File: src/rtl/load_store_unit.sv
// RV32I load/store unit in front of a 4096-word memory with per-byte write lanes.
// Define MISALIGNED_EN to allow misaligned accesses, split over two words when needed.
module load_store_unit (
  input  logic        clk,
  input  logic        rst,
  input  logic        req_valid,
  output logic        req_ready,
  input  logic        req_we,
  input  logic [2:0]  req_funct3,
  input  logic [31:0] req_addr,
  input  logic [31:0] req_wdata,
  output logic        rsp_valid,
  output logic [31:0] rsp_rdata,
  output logic        rsp_err,
  output logic        mem_en,
  output logic [3:0]  mem_mask,
  output logic [31:0] mem_data_in,
  output logic [11:0] mem_address,
  input  logic [31:0] mem_data_out
);

  typedef enum logic [1:0] {IDLE = 2'd0, ACC0 = 2'd1, ACC1 = 2'd2, RESP = 2'd3} state_e;

  state_e      state_q, state_d;
  logic [11:0] word0_q, word0_d;
  logic [1:0]  off_q, off_d;
  logic [2:0]  f3_q, f3_d;
  logic        we_q, we_d;
  logic        err_q, err_d;
  logic [6:0]  lanes_q, lanes_d;
  logic [55:0] buf_q, buf_d;

  logic        rsp_valid_q, rsp_valid_d;
  logic        rsp_err_q, rsp_err_d;
  logic [31:0] rsp_rdata_q, rsp_rdata_d;
  logic        mem_en_q, mem_en_d;
  logic [3:0]  mem_mask_q, mem_mask_d;
  logic [31:0] mem_data_in_q, mem_data_in_d;
  logic [11:0] mem_address_q, mem_address_d;

  logic        accept;
  logic        align_err;
  logic        new_err;
  logic [6:0]  new_lanes;
  logic        split;
  logic [6:0]  cap_lanes;
  logic [55:0] buf_merged;
  logic [55:0] assembled;
  logic        unused_ok;

  function automatic logic [6:0] lane_mask(input logic [2:0] f3, input logic [1:0] off);
    logic [6:0] base;
    case (f3[1:0])
      2'b00:   base = 7'b0000001;
      2'b01:   base = 7'b0000011;
      2'b10:   base = 7'b0001111;
      default: base = 7'b0000000;
    endcase
    lane_mask = base << off;
  endfunction

  function automatic logic funct_error(input logic we, input logic [2:0] f3);
    case (f3)
      3'b011, 3'b110, 3'b111: funct_error = 1'b1;
      default:                funct_error = we & f3[2];
    endcase
  endfunction

  function automatic logic [31:0] rotl_bytes(input logic [31:0] d, input logic [1:0] off);
    case (off)
      2'd0:    rotl_bytes = d;
      2'd1:    rotl_bytes = {d[23:0], d[31:24]};
      2'd2:    rotl_bytes = {d[15:0], d[31:16]};
      2'd3:    rotl_bytes = {d[7:0], d[31:8]};
      default: rotl_bytes = d;
    endcase
  endfunction

  function automatic logic [31:0] load_extend(input logic [2:0] f3, input logic [31:0] raw);
    case (f3)
      3'b000:  load_extend = {{24{raw[7]}}, raw[7:0]};
      3'b001:  load_extend = {{16{raw[15]}}, raw[15:0]};
      3'b010:  load_extend = raw;
      3'b100:  load_extend = {24'd0, raw[7:0]};
      3'b101:  load_extend = {16'd0, raw[15:0]};
      default: load_extend = 32'd0;
    endcase
  endfunction

`ifdef MISALIGNED_EN
  assign align_err = 1'b0;
  assign split     = |lanes_q[6:4];
`else
  assign align_err = ((req_funct3[1:0] == 2'b01) && req_addr[0]) ||
                     ((req_funct3[1:0] == 2'b10) && (req_addr[1:0] != 2'b00));
  assign split     = 1'b0;
`endif

  assign accept    = (state_q == IDLE) && req_valid;
  assign req_ready = (state_q == IDLE);
  assign unused_ok = ^{req_addr[31:14], assembled[55:32]};

  always_ff @(posedge clk) begin
    if (rst) begin
      state_q <= IDLE;
    end else begin
      state_q <= state_d;
    end
  end

  always_comb begin
    state_d = state_q;
    case (state_q)
      IDLE: begin
        if (req_valid) state_d = ACC0;
        else           state_d = IDLE;
      end
      ACC0: begin
        if (split) state_d = ACC1;
        else       state_d = RESP;
      end
      ACC1:    state_d = RESP;
      RESP:    state_d = IDLE;
      default: state_d = IDLE;
    endcase
  end

  // Request capture and load byte assembly; lanes 4..6 arrive from word1 on lanes 0..2.
  always_comb begin
    new_err = funct_error(req_we, req_funct3) | align_err;
    if (new_err) new_lanes = 7'd0;
    else         new_lanes = lane_mask(req_funct3, req_addr[1:0]);

    if (accept) begin
      word0_d = req_addr[13:2];
      off_d   = req_addr[1:0];
      f3_d    = req_funct3;
      we_d    = req_we;
      err_d   = new_err;
      lanes_d = new_lanes;
    end else begin
      word0_d = word0_q;
      off_d   = off_q;
      f3_d    = f3_q;
      we_d    = we_q;
      err_d   = err_q;
      lanes_d = lanes_q;
    end

    cap_lanes = 7'd0;
    case (state_q)
      ACC0: begin
        if (we_q) cap_lanes = 7'd0;
        else      cap_lanes = {3'b000, lanes_q[3:0]};
      end
      ACC1: begin
        if (we_q) cap_lanes = 7'd0;
        else      cap_lanes = {lanes_q[6:4], 4'b0000};
      end
      default: cap_lanes = 7'd0;
    endcase

    for (int i = 0; i < 7; i++) begin
      if (cap_lanes[i]) buf_merged[8*i +: 8] = mem_data_out[8*(i%4) +: 8];
      else              buf_merged[8*i +: 8] = buf_q[8*i +: 8];
    end

    if (accept) buf_d = 56'd0;
    else        buf_d = buf_merged;

    assembled = buf_merged >> {off_q, 3'b000};
  end

  // Outputs are computed for the state being entered so they leave a flop.
  always_comb begin
    rsp_valid_d   = 1'b0;
    rsp_err_d     = 1'b0;
    rsp_rdata_d   = 32'd0;
    mem_en_d      = 1'b0;
    mem_mask_d    = 4'b0000;
    mem_address_d = mem_address_q;
    mem_data_in_d = mem_data_in_q;
    case (state_d)
      ACC0: begin
        mem_address_d = req_addr[13:2];
        mem_data_in_d = rotl_bytes(req_wdata, req_addr[1:0]);
        mem_en_d      = req_we & ~new_err;
        if (req_we) mem_mask_d = new_lanes[3:0];
        else        mem_mask_d = 4'b0000;
      end
      ACC1: begin
        mem_address_d = word0_q + 12'd1;
        mem_en_d      = we_q;
        if (we_q) mem_mask_d = {1'b0, lanes_q[6:4]};
        else      mem_mask_d = 4'b0000;
      end
      RESP: begin
        rsp_valid_d = 1'b1;
        rsp_err_d   = err_q;
        if (we_q || err_q) rsp_rdata_d = 32'd0;
        else               rsp_rdata_d = load_extend(f3_q, assembled[31:0]);
      end
      default: begin
        rsp_valid_d = 1'b0;
      end
    endcase
  end

  always_ff @(posedge clk) begin
    if (rst) begin
      word0_q       <= 12'd0;
      off_q         <= 2'd0;
      f3_q          <= 3'd0;
      we_q          <= 1'b0;
      err_q         <= 1'b0;
      lanes_q       <= 7'd0;
      buf_q         <= 56'd0;
      rsp_valid_q   <= 1'b0;
      rsp_err_q     <= 1'b0;
      rsp_rdata_q   <= 32'd0;
      mem_en_q      <= 1'b0;
      mem_mask_q    <= 4'b0000;
      mem_data_in_q <= 32'd0;
      mem_address_q <= 12'd0;
    end else begin
      word0_q       <= word0_d;
      off_q         <= off_d;
      f3_q          <= f3_d;
      we_q          <= we_d;
      err_q         <= err_d;
      lanes_q       <= lanes_d;
      buf_q         <= buf_d;
      rsp_valid_q   <= rsp_valid_d;
      rsp_err_q     <= rsp_err_d;
      rsp_rdata_q   <= rsp_rdata_d;
      mem_en_q      <= mem_en_d;
      mem_mask_q    <= mem_mask_d;
      mem_data_in_q <= mem_data_in_d;
      mem_address_q <= mem_address_d;
    end
  end

  assign rsp_valid   = rsp_valid_q;
  assign rsp_err     = rsp_err_q;
  assign rsp_rdata   = rsp_rdata_q;
  assign mem_en      = mem_en_q;
  assign mem_mask    = mem_mask_q;
  assign mem_data_in = mem_data_in_q;
  assign mem_address = mem_address_q;

endmodule

File: config.mk
export PLATFORM = sky130hd
export DESIGN_NAME = load_store_unit
export DESIGN_NICKNAME = d
export VERILOG_FILES = /design/src/rtl/load_store_unit.sv
export SDC_FILE = /design/constraint.sdc
export NUM_CORES = 1
export LEC_CHECK = 0
export BUFFER_PORTS_ARGS = -buffer_cell sky130_fd_sc_hd__buf_2
export CAP_MARGIN = 20
export CORE_AREA = 4 4 125 127
export CTS_BUF_LIST = sky130_fd_sc_hd__clkbuf_8
export CTS_CLUSTER_DIAMETER = 150
export DETAILED_ROUTE_END_ITERATION = 7
export DIE_AREA = 0 0 129 131
export PLACE_DENSITY = 0.79
export SYNTH_ARGS = -nofsm -noshare
export SYNTH_HDL_FRONTEND = slang
export SYNTH_SLANG_ARGS = --single-unit
File: constraint.sdc
create_clock -name clk -period 5.2 [get_ports clk]
set_input_delay 0.52 -clock clk [delete_from_list [all_inputs] [get_ports clk]]
set_output_delay 0.52 -clock clk [all_outputs]
set_load 0.01 [all_outputs]
==> metrics.log <==
INFO  metric core_region_area = 14400 sq um
INFO  metric die_width = 129 um
INFO  metric drt_wl_total = about 18 mm
INFO  metric vdd_ir_drop_max = slightly below 0.2 mV
INFO  metric yosys-top-cells-area = sky130_fd_sc_hd__dfxtp_1, sky130_fd_sc_hd__mux2i_1, sky130_fd_sc_hd__mux4_2
INFO  metric cts.hold.buffers_added = 0
INFO  metric max-slew-margin-rel = between 30% and 40%
INFO  metric worstSetupEndpointType = flip-flop
INFO  metric grt_pass1_wl = 28.4 mm
INFO  metric root_buffer = sky130_fd_sc_hd__clkbuf_8
INFO  metric viasPerCell = approximately 5.6
INFO  metric worst_ep_arrival_time = 3.55 ns
INFO  metric timing.clock.skew = 0.0169 ns
INFO  metric cp_max_delay_cell = sky130_fd_sc_hd__nand4b_1
INFO  metric cts_max_path_buffers = 2
INFO  metric finalCriticalPeriod = 3.24 ns
INFO  metric cts.sinks = about 150
INFO  metric setup.worst_path.class = reg -> reg
INFO  metric fp-row-count = 44
INFO  metric fmax = ~0.31 GHz
INFO  metric floorplan.die_area = 16900 sq um
INFO  metric synthesis.instances = roughly 730
INFO  metric drt-pass1-iter-count = 5
INFO  metric static-leakage-power = 3.84 nW
INFO  metric critPathLaunchType = flip-flop
INFO  metric timing.final.hold_violations = 0
INFO  metric route.vias.total = 5918
INFO  metric rr_worst_depth = 7
INFO  metric hold_path_depth = 3
INFO  metric hpwl = 13.1 mm
INFO  metric fillers = around 1300
INFO  metric die_h = 131 um
INFO  metric initialDrtViolationCount = roughly 560
INFO  metric post_cts_resize_count = 0
INFO  metric routed_wire_length_per_instance = 17.1 um
INFO  metric groute.usage.overall = 21.5%
INFO  metric syn_avg_cell_area = 9.68 sq um
INFO  metric antenna_cells_inserted = 0
INFO  metric clock_insertion_delay_worst_skew = 0.47 ns
INFO  metric status = finished clean
INFO  metric tritoncts = built
INFO  metric ys_dominant_reg_cell = sky130_fd_sc_hd__dfxtp_1
INFO  metric synth.yosys.warnings = 0
INFO  metric first_global_vias = between 5000 and 6000
INFO  metric setup_repair_after_global_routing_missed_its_margin = no
INFO  metric crit-reg2reg-capture = rsp_rdata[18]
INFO  metric timing.reg2reg.setup_slack = 1.96 ns
INFO  metric clkSlewWorstSetupHoldPaths = around 0.09 ns
INFO  metric cts_setup_buffers = 0
INFO  metric period_share = between 60 and 70%
INFO  metric timing.rr.start = state_q[1]
INFO  metric worst-path-max-fanout = 24
INFO  metric synth_area = 7100 sq um
INFO  metric synthesis.nets = roughly 840
INFO  metric postSynth.asyncResetShare = 0%
INFO  metric cts_max_level = 4
INFO  metric crit_family = simple AND/OR/NAND/NOR gates
INFO  metric netlist.top_cell.by_area = sky130_fd_sc_hd__dfxtp_1
INFO  metric drive_gt1_share = 29.8%
INFO  metric grt_antenna_before_repair = 0
INFO  metric globalRouteOverflowTotal = 0
INFO  metric ys_seq_area_share = 43.4%
INFO  metric max_stage_delay_on_crit_path = around 0.78 ns
INFO  metric synth_cell_type_count = 47
INFO  metric synth_edf_count = 0
INFO  metric synth_largest_type_area_fraction = 43.4%
INFO  metric tritoncts.num_buffers = 17
INFO  metric floorplan.initialDensity = 49.2%
INFO  metric tightest_slew = 1.00 ns
INFO  metric final_net_count = about 1000
INFO  metric top_level_ports = 187
INFO  metric max_cap_viol_count = 0
INFO  metric hold_path_class = in -> reg
INFO  metric cp_cell_sequence = inv_1 -> ha_1 -> nand4b_1 -> mux2i_1 -> nor3_2 -> o21ai_4 -> o211ai_1
INFO  metric number_of_drc_violations_after_detailed_routing = 0
INFO  metric routabilityCongestion = roughly 0.84
INFO  metric count_of_final_max_slew_check_failures = 0
INFO  metric final_core_util = 57.8%
INFO  metric pwr_density_cell = between 300 and 400 nW/um^2
INFO  metric detail-route-antenna-nets = 0
INFO  metric required_arrival_time_at_the_worst_endpoint = 5.51 ns
INFO  metric grt_max_degree = 67
INFO  metric finalSetupViolCount = 0
INFO  metric area_growth = 17.6%
INFO  metric min_from = req_addr[2]
INFO  metric holdPathEnd = mem_address[0]
INFO  metric postSynthRegisterBits = 154
INFO  metric port-buffer-count = about 170
INFO  metric timing.critical_path.buf_inv = 1
INFO  metric fin_tns_setup = 0 ns
## cell families (layout without fill, tap and decap cells)
group,after synthesis,in the layout,share of synthesized area (%)
buffers and inverters,68,212,4.67
flip-flops,154,154,43.4
AND/OR/NAND/NOR,236,236,14.5
AO/OA/AOI/OAI,147,147,13.3
multiplexers,121,121,22.9
adder cells (fa/ha/maj),7,7,1.23
## layer usage
layer | wire length [um] | share of wire (%) | track usage (%)
met5 | 0 | 0 | 0
met3 | 1400 | 7.7 | 5.16
met1 | 8010 | 44 | 30.3
met4 | 339 | 1.9 | 7.47
met2 | 8410 | 46 | 32.4
## power by group
group	total (mW)	internal, mW	leakage [nW]	switching (mW)
clock network	0.950	0.445	0.198	0.505
logic	0.519	0.198	2.40	0.321
registers	1.29	1.24	1.25	0.0435
## state kept, by name, summed over array words and instances (netlist names)
name         flops
mem_address     12
rsp_rdata       32
buf_q           56
mem_en           1
err_q            1
f3_q             3
rsp_err          1
mem_mask         4
we_q             1
mem_data_in     32
lanes_q          7
state_q          2
off_q            2
## cell usage after synthesis, types with 2 or more instances
cell type,number
sky130_fd_sc_hd__o21ai_0,14
sky130_fd_sc_hd__inv_1,6
sky130_fd_sc_hd__nand4_1,3
sky130_fd_sc_hd__o21ai_1,7
sky130_fd_sc_hd__buf_4,8
sky130_fd_sc_hd__a21oi_1,73
sky130_fd_sc_hd__dfxtp_1,154
sky130_fd_sc_hd__a211oi_1,3
sky130_fd_sc_hd__mux4_2,32
sky130_fd_sc_hd__nor3_1,5
sky130_fd_sc_hd__nand2_1,109
sky130_fd_sc_hd__buf_1,10
sky130_fd_sc_hd__o211ai_2,10
sky130_fd_sc_hd__and4b_1,4
sky130_fd_sc_hd__buf_6,4
sky130_fd_sc_hd__nor2_1,82
sky130_fd_sc_hd__a211oi_2,3
sky130_fd_sc_hd__a22o_1,2
sky130_fd_sc_hd__nand3_1,5
sky130_fd_sc_hd__clkbuf_1,26
sky130_fd_sc_hd__o22ai_1,16
sky130_fd_sc_hd__a22oi_1,8
sky130_fd_sc_hd__nand2b_1,8
sky130_fd_sc_hd__buf_2,13
sky130_fd_sc_hd__o211ai_1,6
sky130_fd_sc_hd__nand4b_1,5
sky130_fd_sc_hd__mux2i_1,86
sky130_fd_sc_hd__nor4_1,3
sky130_fd_sc_hd__nor2b_1,3
sky130_fd_sc_hd__ha_1,7
sky130_fd_sc_hd__and2_1,2
## per-stage QoR
step                hold slack (ns)  std cells  power [mW]  area [sq um]  worst slack [ns]
floorplan                     0.441        733        1.65          7100              3.06
global placement              0.435       1026        1.81          7880              2.06
detailed placement            0.442       1026        1.82          7880              1.97
CTS                           0.264       1058        2.77          8300              1.96
global route                  0.277       1061        2.87          8340              1.70
finish                        0.292       1061        2.76          8340              1.96
## layout make-up
class	count	area (sq um)	share of cell area (%)
inverter	7	26.3	0.315
clock buffer	17	234	2.80
clock inverter	15	184	2.20
multi-input combinational	511	3690	44.2
tap	184	230	2.76
sequential	154	3080	37.0
timing repair buffer	173	898	10.8
## placed cells by master (no fill, tap or decap), drive strengths merged
cell type  synthesis  routed
buf               35     173
dfxtp            154     154
nand2            109     109
mux2i             87      87
nor2              83      83
a21oi             73      73
mux4              32      32
o21ai             22      22
clkbuf            26      17
o211ai            17      17
o22ai             16      16
inv                7      14
a22oi              8       8
nand2b             8       8
ha                 7       7
nor3               7       7
a211oi             6       6
nand3              5       5
nand4b             5       5
and4b              4       4
clkinvlp           0       4
nand4              3       3
nor4               3       3
nor2b              3       3
and2               2       2
a22o               2       2
bufinv             0       2
mux2               2       2
clkinv             0       2
and2b              1       1
nand3b             1       1
o31ai              1       1
and3               1       1
o2bb2a             1       1
or4                1       1
a21o               1       1
## worst max-delay path by stage
stage,slack [ns],from,cells after the start,to
floorplan,3.06,state_q[1],10,rsp_rdata[19]
global placement,2.06,state_q[1],7,rsp_rdata[18]
detailed placement,1.97,state_q[1],7,rsp_rdata[17]
CTS,1.96,state_q[1],7,rsp_rdata[17]
global route,1.70,state_q[1],7,rsp_rdata[17]
finish,1.96,state_q[1],7,rsp_rdata[18]
## worst min-delay path, cell delays in order
cell	delay, ns
sky130_fd_sc_hd__buf_2	0.09
sky130_fd_sc_hd__nand2_1	0.04
sky130_fd_sc_hd__a21oi_1	0.05
Power figures use the tool's default switching activity.
